==> src/rtl/bcd_countdown_timer.sv <==
// ---------------------------------------------------------------------------
// bcd_countdown_timer
//
// Multi-digit BCD down-counter. It is preset from load_val, then decrements
// by one unit on each tick while running. Each digit borrows from the digit
// above it. When the count expires it raises a one-cycle done pulse.
//
// Parameters
//   DIGITS    number of BCD digits (1..4). Digit 0 is the least significant
//             digit and sits in bits [3:0].
//
// Ports
//   clk       rising-edge clock
//   rst_n     asynchronous, active-low reset
//   load      one-cycle request to preset count and reload from load_val
//   load_val  BCD preset value (4*DIGITS bits)
//   start     begin or resume counting (only from IDLE with count != 0)
//   stop      pause counting; the count is held
//   tick      count-enable strobe; one decrement per high cycle in RUN
//   count     current BCD value (registered)
//   running   high while in the RUN state (registered)
//   zero      combinational; high when count == 0
//   done      one-cycle pulse on expiry (registered)
//   load_err  one-cycle pulse after a load whose value holds a non-BCD
//             digit (registered)
//
// Per-cycle priority: load > stop > start > tick.
// Any load, whether or not it is valid, blocks stop, start and tick in that
// cycle.
//
// Optional feature macro: BCD_COUNTDOWN_AUTO_RELOAD_EN
//   When defined, expiry reloads count from the last valid preset and stays
//   in RUN, so the period is exactly `reload` ticks. A zero reload value
//   falls back to the one-shot behaviour.
//   When undefined, expiry clears count, returns to IDLE and drops running.
// ---------------------------------------------------------------------------
module bcd_countdown_timer #(
  parameter int DIGITS = 2
) (
  input  logic                  clk,
  input  logic                  rst_n,
  input  logic                  load,
  input  logic [4*DIGITS-1:0]   load_val,
  input  logic                  start,
  input  logic                  stop,
  input  logic                  tick,
  output logic [4*DIGITS-1:0]   count,
  output logic                  running,
  output logic                  zero,
  output logic                  done,
  output logic                  load_err
);

  localparam int W = 4 * DIGITS;

  typedef enum logic {
    IDLE = 1'b0,
    RUN  = 1'b1
  } state_t;

  state_t         state_reg, state_next;
  logic [W-1:0]   count_reg, count_next;
  logic [W-1:0]   reload_reg, reload_next;
  logic           done_reg, done_next;
  logic           load_err_reg, load_err_next;

  // Decrement datapath and preset validation, one slice per digit.
  logic [DIGITS-1:0] digit_ok;   // load_val digit is a legal BCD digit
  logic [DIGITS-1:0] borrow;     // borrow into this digit
  logic [W-1:0]      count_dec;  // count_reg minus one, in BCD

  logic load_ok;
  logic count_is_zero;
  logic count_is_one;
  logic reload_avail;

  genvar gi;
  generate
    for (gi = 0; gi < DIGITS; gi++) begin : g_digit
      assign digit_ok[gi] = (load_val[4*gi +: 4] <= 4'd9);

      // Digit 0 always decrements. A higher digit decrements only when
      // every digit below it is 0, which is when all of them wrap to 9.
      if (gi == 0) begin : g_lsd
        assign borrow[gi] = 1'b1;
      end else begin : g_upper
        assign borrow[gi] = borrow[gi-1] & (count_reg[4*(gi-1) +: 4] == 4'd0);
      end

      assign count_dec[4*gi +: 4] =
          !borrow[gi]                     ? count_reg[4*gi +: 4] :
          (count_reg[4*gi +: 4] == 4'd0)  ? 4'd9 :
                                            count_reg[4*gi +: 4] - 4'd1;
    end
  endgenerate

  assign load_ok       = &digit_ok;
  assign count_is_zero = (count_reg == '0);
  assign count_is_one  = (count_reg == W'(1));

`ifdef BCD_COUNTDOWN_AUTO_RELOAD_EN
  // Auto-reload applies only when a non-zero period has been preset.
  assign reload_avail = (reload_reg != '0);
`else
  assign reload_avail = 1'b0;
`endif

  // Next-state and next-output logic.
  always_comb begin
    state_next    = state_reg;
    count_next    = count_reg;
    reload_next   = reload_reg;
    done_next     = 1'b0;
    load_err_next = 1'b0;

    if (load) begin
      // A bad preset leaves everything untouched except the error pulse.
      if (load_ok) begin
        count_next  = load_val;
        reload_next = load_val;
        state_next  = IDLE;
      end else begin
        load_err_next = 1'b1;
      end
    end else if (stop) begin
      if (state_reg == RUN) begin
        state_next = IDLE;
      end
    end else if (start) begin
      if ((state_reg == IDLE) && !count_is_zero) begin
        state_next = RUN;
      end
    end else if (tick && (state_reg == RUN)) begin
      if (count_is_one) begin
        // Expiry: done pulses whether the timer reloads or finishes.
        done_next = 1'b1;
        if (reload_avail) begin
          count_next = reload_reg;
        end else begin
          count_next = '0;
          state_next = IDLE;
        end
      end else begin
        count_next = count_dec;
      end
    end
  end

  always_ff @(posedge clk or negedge rst_n) begin
    if (!rst_n) begin
      state_reg    <= IDLE;
      count_reg    <= '0;
      reload_reg   <= '0;
      done_reg     <= 1'b0;
      load_err_reg <= 1'b0;
    end else begin
      state_reg    <= state_next;
      count_reg    <= count_next;
      reload_reg   <= reload_next;
      done_reg     <= done_next;
      load_err_reg <= load_err_next;
    end
  end

  assign count    = count_reg;
  assign running  = (state_reg == RUN);
  assign zero     = count_is_zero;
  assign done     = done_reg;
  assign load_err = load_err_reg;

endmodule

==> config.mk <==
export PLATFORM = sky130hd
export DESIGN_NAME = bcd_countdown_timer
export DESIGN_NICKNAME = d
export VERILOG_FILES = /design/src/rtl/bcd_countdown_timer.sv
export SDC_FILE = /design/constraint.sdc
export NUM_CORES = 1
export LEC_CHECK = 0
export CAP_MARGIN = 20
export CORE_UTILIZATION = 48
export DETAILED_ROUTE_END_ITERATION = 8
export GPL_TIMING_DRIVEN = 0
export PLACE_DENSITY = 0.83
export SYNTH_ARGS = -nofsm -noshare
export SYNTH_HDL_FRONTEND = slang
export SYNTH_SLANG_ARGS = --single-unit
==> constraint.sdc <==
create_clock -name clk -period 3.5 [get_ports clk]
set_clock_uncertainty 0.2 [all_clocks]
set_input_delay 0.35 -clock clk [delete_from_list [all_inputs] [get_ports clk]]
set_output_delay 0.35 -clock clk [all_outputs]
set_load 0.01 [all_outputs]
==> run metrics, run 1 <==
largest family of logic cells by synthesized area compound AO/OA/AOI/OAI gates; TritonRoute pass-1 iters 4; combinational power share 0.501; fin. max-slew vios 0; Cells after Synth 80; met2 GRT Util 0.379; RSZ-0062 raised after global routing false; synth top area cells dfrtp_1 (34%), ha_1 (6.2%), mux2i_1 (5.0%); Clk Tree Root Cell clkbuf_4; HPWL Detailed approximately 1400 um; Hold/Removal Path Class in -> async; setup bufs post-CTS 0; CTS tree done; diodes inserted 0; Critical Path Stages 6; # DRC 0; Final Cycle Share 0.815; Hold Slack around 220 ps; adder-cell share of the synthesized area 0.0620; worst-path fanout max 7; yosys warns 0; M1 GR Usage 0.302; Die Span X roughly 43 um; Placement Cell Area ~1100 sq um; Post-synth EDFFs 0; vias per inst ~6.0; Flop pwr share 0.356; placed insts 120; xor and xnor area share after synthesis 0; CP Launch Type register; drt wl/cell between 15 and 20 um; post-synthesis compound-gate area fraction 0.259; Seq cells post-synth 11; gr usage total 0.227; Synth Flop Type dfrtp_1; layout cells sized above 1 0.148; dominant cell type by area after synthesis dfrtp_1; Synth Net Count slightly below 100; Setup CP Type reg -> out; IO Pins 26; Sequential Area 275 sq um; WP data required between 2000 and 3000 ps; Tmin final around 2900 ps; grt ovf 0; Core ar. ~1500 sq um; # resized after CTS 0; largest net degree at the start of global routing 12; vias in the first global route between 600 and 700; ANT nets after route 0; Initial Util 0.524; Reg2Reg Depth 6; crit-path cells inv_1, ha_1, or3b_1, buf_6, nor3_2, clkdlybuf4s50_1; # rows 14; hold_buf cts 0; synth cell count leaders dfrtp_1 (11), inv_1 (8), ha_1 (4), mux2i_1 (4), o21ai_0 (4); R2R Setup Slk about 1400 ps; Port Buf Inserts 24; post-synthesis async set-or-reset flop share 1.00; Critical Path Start count[0]$_DFFE_PN0P_; via count approximately 740; htree depth 1; Lkg Pwr about 0.45 nW; CP max stage cell clkdlybuf4s50_1; busiest metal layer after global routing met2; nets@finish 127; cell-internal power 0.382 mW; finished layout cell area 1090 sq um; Worst-Margin Slew about 530 ps; mux cell area share after synthesis 0.0636; Area Overhead vs Synth 35.5%; max reg flops 8; simple-gate portion of the synthesized area 0.198; die height about 43 um; outcome finished clean; layout filler cell count between 100 and 150; first-pass GRT wire length between 3000 and 4000 um; mapped cell area 807 sq um; footprint of the multi-input gates 470 sq um; Post-Layout Cell Count ~120; Max-cap violations 0; drt total wl a little under 2000 um; synth unique cells 43; worst setup path endpoint zero; Sw Pwr roughly 0.25 mW; Clock Latency Late Sink approximately 270 ps; final hold vios 0; Crit path max-delay family buffers and inverters; setup tns final 0 ps; Fmax achieved about 350 MHz; CTS clk-pin slew, worst paths ~70 ps; final setup violation count 0; initial DRC count 21; Arrival @ worst endpoint ~2300 ps; pwr/cell area about 580 nW/um^2; met3 Use GR 0.0426; worst vdd ir 0.378 mV; CTS Sinks 11; sequential area share after synthesis 0.341; final core occ 0.709; Critical Path Max Stage Delay approximately 580 ps; CP Capture Type primary output; initial antenna violation count 0; die area approximately 1800 sq um; Slew HR 0.645; Critical path buffers and inverters 3; switching share of power 0.393; clock power share 0.143; GPL Wtd Cong 0.911; Avg Cell Area, Syn slightly above 10 sq um; most common cell in the netlist dfrtp_1; worst r2r src count[4]$_DFFE_PN0P_; worst r2r dst count[3]$_DFFE_PN0P_; post-synth top area share 0.341; CTS Buffer Depth 2; CTS buffer count 3
power by group through the flow:
stage          clock network, mW  registers, mW  logic [mW]
2_1_floorplan                  0          0.233       0.167
3_3_place_gp                   0          0.224       0.304
3_5_place_dp                   0          0.227       0.314
4_1_cts                   0.0923          0.224       0.317
5_1_grt                   0.0979          0.232       0.342
6_report                  0.0900          0.224       0.315
cell usage in the layout (no fill, tap or decap), drive strengths merged, types with 2 or more instances in the layout:
master         synthesis  routed
a221oi                 2       2
nor2                   3       3
ha                     4       4
mux2i                  4       4
o21ai                  4       4
buf                    4       4
nor3b                  3       3
clkdlybuf4s50          0      24
nor3                   4       4
dfrtp                 11      11
nand2                  4       4
a21oi                  5       5
inv                    8       8
a211oi                 3       3
clkbuf                 0       4
cell type report:
class	count	area share
well taps	16	0.0183
plain buffers	4	0.0286
multi-input cells	57	0.430
repair buffers	24	0.220
flip-flops and latches	11	0.252
clock buffers	4	0.0240
inverters	8	0.0275
per-stage QoR:
stage          power, mW  setup WS (ps)
4_1_cts            0.633            657
6_report           0.629            647
3_3_place_gp       0.528            974
5_1_grt            0.672            564
3_5_place_dp       0.540            972
2_1_floorplan      0.400           1520
cells by family after synthesis:
| family | count (synthesis) |
|---|---|
| adder cells (fa/ha/maj) | 4 |
| AO/OA/AOI/OAI | 26 |
| multiplexers | 5 |
| buffers and inverters | 12 |
| flip-flops | 11 |
| AND/OR/NAND/NOR | 22 |
worst min path at each step:
stage and end:
2_1_floorplan count[0]$_DFFE_PN0P_, 3_3_place_gp count[1]$_DFFE_PN0P_, 3_5_place_dp running$_DFFE_PN0P_, 4_1_cts count[0]$_DFFE_PN0P_
5_1_grt count[7]$_DFFE_PN0P_, 6_report count[1]$_DFFE_PN0P_
per-layer routing:
metal  part of all wire  vias to the layer above
met3              0.066                        4
met2               0.48                       30
met5                  0                        -
met4             0.0092                        0
met1               0.44                      349
li1                   -                      361
Note: power is estimated with default switching activity, not from simulation.
==> run 2, diff against run 1 <==
- CORE_UTILIZATION: 48 -> 40
- PLACE_DENSITY: 0.83 -> 0.74
- clock period: 3.5 -> 2.55 ns (I/O delays scaled with it)
==> run 2 against run 1 <==
Against the previous run: clock power grew 33%; wire length shrank 0.46%; hold slack lost 88 ps; register-to-register slack lost 930 ps; utilization shrank 9.6 points; power grew 36%; combinational power grew 36%; cell area grew 1.1%; die area grew 19%; count of clock-buffer cells in the layout is the same; non-clock buffer count is the same; largest power group unchanged.
==> run metrics, run 2 (synthesized netlist as in run 1, its figures left out) <==
Slew HR 0.647; Critical Path Stages 6; layout cells sized above 1 0.157; vias per inst about 5.6; CTS Buffer Depth 2; Critical path buffers and inverters 3; TritonRoute pass-1 iters 4; Final Cycle Share 0.948; Worst-Margin Slew around 530 ps; first-pass GRT wire length approximately 3300 um; Max-cap violations 0; Hold/Removal Path Class in -> async; CTS tree done; vias in the first global route between 700 and 800; hold_buf cts 0; most frequent cells in the layout clkdlybuf4s50_1 (23), dfrtp_1 (10), inv_1 (8); IO Pins 26; crit-path cells inv_1, ha_1, or3b_1, buf_6, nor3_2, clkdlybuf4s15_1; CP Capture Type primary output; Setup CP Type reg -> out; Overall Power between 0.8 and 0.9 mW; max reg flops 8; CP Launch Type register; RSZ-0062 raised after global routing false; Arrival @ worst endpoint about 2000 ps; most common cell after layout, fill and taps aside clkdlybuf4s50_1; CTS Sinks 11; CP max stage cell dfrtp_2; fin. max-slew vios 0; htree depth 1; Die Span X between 40 and 50 um; Critical Path Start count[0]$_DFFE_PN0P_; R2R Setup Slk roughly 450 ps; Area Overhead vs Synth 37.1%; final hold vios 0; WP data required between 2000 and 2500 ps; final setup violation count 0; GPL Wtd Cong roughly 0.80; Core ar. approximately 1800 sq um; layout filler cell count 165; worst r2r dst count[3]$_DFFE_PN0P_; ANT nets after route 0; footprint of the multi-input gates 470 sq um; setup tns final 0 ps; # DRC 0; worst vdd ir between 0.4 and 0.5 mV; grt ovf 0; via count roughly 750; # rows 15; Initial Util 0.448; Clock Latency Late Sink 260 ps; largest net degree at the start of global routing 12; nets@finish 127; Sequential Area roughly 280 sq um; die area 2200 sq um; Reg2Reg Depth 6; initial DRC count 9; Fmax achieved approximately 410 MHz; Lkg Pwr about 0.45 nW; Clk Tree Root Cell clkbuf_4; die height approximately 47 um; gr usage total 0.211; pwr/cell area 772 nW/um^2; HPWL Detailed 1440 um; Port Buf Inserts 24; drt wl/cell between 10 and 15 um; worst setup path endpoint zero; worst-path fanout max 7; CTS buffer count 3; initial antenna violation count 0; worst r2r src count[4]$_DFFE_PN0P_; Critical Path Max Stage Delay 450 ps; outcome finished clean; setup bufs post-CTS 0; diodes inserted 0; drt total wl between 1500 and 2000 um; Crit path max-delay family buffers and inverters; CTS clk-pin slew, worst paths about 70 ps; Tmin final roughly 2400 ps
## run 2: changes by cell type in the layout (fill, tap and decap cells not counted)
cell,previous run,this run
dfrtp_2,0,1
dfrtp_1,11,10
clkdlybuf4s50_1,24,23
clkdlybuf4s15_1,0,1
## run 2: worst reg2reg max path: cells and delay by family, from the launching register on
| family | cells | cell delay (ps) |
|---|---|---|
| buffers and inverters | 1 | 100 |
| DFF | 1 | 410 |
| adders and majority gates | 1 | 180 |
| muxes | 1 | 250 |
| AOI/OAI and AO/OA | 2 | 420 |
| and+or+nand+nor | 1 | 440 |
## run 2: through the flow
| stage | hold slack [ps] | worst slack [ps] | instance area [sq um] | utilization | cells |
|---|---|---|---|---|---|
| 2_1_floorplan | -241 | 565 | 807 | - | 80 |
| 3_3_place_gp | 346 | 128 | 1080 | 0.599 | 129 |
| 3_5_place_dp | 345 | 118 | 1080 | 0.599 | 129 |
| 4_1_cts | 150 | 94.7 | 1100 | 0.613 | 133 |
| 5_1_grt | 176 | 17.2 | 1110 | 0.614 | 133 |
| 6_report | 134 | 133 | 1110 | 0.614 | 133 |
## run 2: area by class of cell
class / instances / share of cell area
well taps: 25 / 0.0283
flip-flops and latches: 11 / 0.250
multi-input cells: 57 / 0.425
inverters: 8 / 0.0271
clock buffers: 4 / 0.0238
repair buffers: 24 / 0.217
plain buffers: 4 / 0.0283
## run 2: routing by layer
metal,routed length [um],GRT usage,vias up
met2,883,0.328,20
met5,0,0,-
met3,80,0.0231,2
li1,-,-,361
met1,960,0.301,366
met4,21,0.0857,0
## run 2: worst min path at each step
stage	from	end	slack (ps)	cells past startpoint
after floorplan	rst_n	count[0]$_DFFE_PN0P_	-240	0
after global placement	count[1]$_DFFE_PN0P_	count[1]$_DFFE_PN0P_	350	2
after detailed placement	count[1]$_DFFE_PN0P_	count[1]$_DFFE_PN0P_	350	2
after CTS	rst_n	load_err$_DFF_PN0_	150	1
after global routing	rst_n	done$_DFF_PN0_	180	1
final	rst_n	load_err$_DFF_PN0_	130	1
## run 2: repair_timing
item,4_1_cts,5_1_grt
endpoints found under the setup margin,1,1
pin swaps,0,0
resized for setup,1,2
## run 2: power breakdown
group / switching (mW) / internal, mW
clock network: 0.0592 / 0.0604
logic: 0.192 / 0.237
registers: 0.0771 / 0.227
total: 0.328 / 0.525
==> run 3, diff against run 2 <==
- clock period: 2.55 -> 2.05 ns (I/O delays scaled with it)
==> run 3 against run 2 <==
Against the previous run: cell count is 6.8% higher; combinational power is 46% higher; non-clock buffer count is 9 higher; wire length is 5.4% higher; critical path depth is 1 lower; die area stayed put; hold slack worse by 52 ps.
==> run metrics, run 3 (synthesized netlist as in run 1, its figures left out) <==
outcome finished clean; Hold Slack a little over 80 ps; diodes inserted 0; Final Cycle Share 0.989; HPWL Detailed between 1000 and 1500 um; IO Pins 26; initial antenna violation count 0; final hold vios 0; worst r2r dst count[0]$_DFFE_PN0P_; vias per inst 5.58; fin. max-slew vios 0; Port Buf Inserts 24; Overall Power about 1.2 mW; met2 WL about 1000 um; layout cells sized above 1 0.265; footprint of the multi-input gates between 400 and 500 sq um; placed insts about 130; worst r2r src count[0]$_DFFE_PN0P_; first-pass GRT wire length 3410 um; gr usage total 0.224; Core ar. about 1800 sq um; finished layout cell area ~1200 sq um; Clk Tree Root Cell clkbuf_4; final core occ 0.662; die height 46.9 um; CTS clk-pin slew, worst paths around 80 ps; Fmax achieved between 400 and 500 MHz; Reg2Reg Depth 7; Max-cap violations 0; Clock Latency Late Sink around 260 ps; ANT nets after route 0; wl on met1 roughly 880 um; Tmin final roughly 2000 ps; most frequent cells in the layout clkdlybuf4s50_1 (23), buf_4 (12), dfrtp_1 (10); Placement Cell Area between 1000 and 1500 sq um; CTS tree done; CTS Buffer Depth 2; DR WL met3 between 100 and 150 um; top sig layer met4; min setup slack post-route 22.5 ps; CP Capture Type primary output; CTS buffer count 3; GPL Wtd Cong roughly 0.8; setup tns final 0 ps; Hold/Removal Path Class in -> async; largest net degree at the start of global routing 12; Worst-Margin Slew between 500 and 600 ps; most common cell after layout, fill and taps aside clkdlybuf4s50_1; htree depth 1; R2R Setup Slk 100 ps; via count 792; RSZ-0062 raised after global routing true; max reg flops 8; initial DRC count 16; TritonRoute pass-1 iters 4; Post-Layout Cell Count ~140; Setup CP Type reg -> out; pwr/cell area between 900 and 1000 nW/um^2; Area Overhead vs Synth 47.8%; worst vdd ir around 0.65 mV; drt total wl 2050 um; Die Span X 46.9 um; CTS Sinks 11; layout filler cell count about 150; Sequential Area around 280 sq um; Slew HR 0.649; die area approximately 2200 sq um; # rows 15; drt wl/cell between 10 and 15 um; # DRC 0; Initial Util 0.448; Arrival @ worst endpoint between 1500 and 2000 ps; Lkg Pwr 0.506 nW; WP data required 1640 ps; nets@finish around 140; final setup violation count 0; CP Launch Type register; hold_buf cts 0; worst slack, placed -332 ps; grt ovf 0; vias in the first global route roughly 750; worst-path fanout max 2
[run 3: cell types whose count changed in the layout (fill, tap and decap cells not counted), sizes merged]
cell	previous run	this run
buf	4	14
clkdlybuf4s15	1	0
[run 3: power breakdown]
part           total (mW)  internal (mW)  switching [mW]
clock               0.149         0.0752          0.0739
sequential          0.378          0.283          0.0950
combinational       0.626          0.354           0.272
[run 3: per-layer routing]
metal  vias up  GRT usage
li1        376          -
met1       377      0.294
met2        35      0.369
met3         4     0.0308
met4         0     0.0971
met5         -          0
[run 3: area by class of cell]
cell class                 instances  share of cell area
buffer                             3              0.0168
inverter                           8              0.0252
sequential                        11               0.232
multi-input combinational         57               0.418
timing repair buffer              34               0.260
clock buffer                       4              0.0220
tap                               25              0.0262
[run 3: worst max-delay path: stages, from the launching register on]
cell and delay [ps]:
dfrtp_2 410, inv_2 80, ha_4 130, or3b_4 400, nor3_4 190, buf_2 160
[run 3: how the worst max path moves through the flow]
stage                                     from                   to  slack [ps]  cells past startpoint
after CTS                 count[0]$_DFFE_PN0P_                 zero          -4                      6
after global routing      count[0]$_DFFE_PN0P_                 zero         -30                      5
after global placement    count[0]$_DFFE_PN0P_                 zero        -320                      6
final                     count[0]$_DFFE_PN0P_                 zero          20                      5
after detailed placement  count[0]$_DFFE_PN0P_                 zero        -330                      6
after floorplan           count[0]$_DFFE_PN0P_  running$_DFFE_PN0P_          70                      7
[run 3: what timing repair did]
| action | in CTS | in global routing |
|---|---|---|
| pin swaps | 1 | 1 |
| setup endpoints to repair | 4 | 7 |
| resized for setup | 10 | 2 |
| setup buffers | 7 | 3 |
| gates cloned | 0 | 0 |
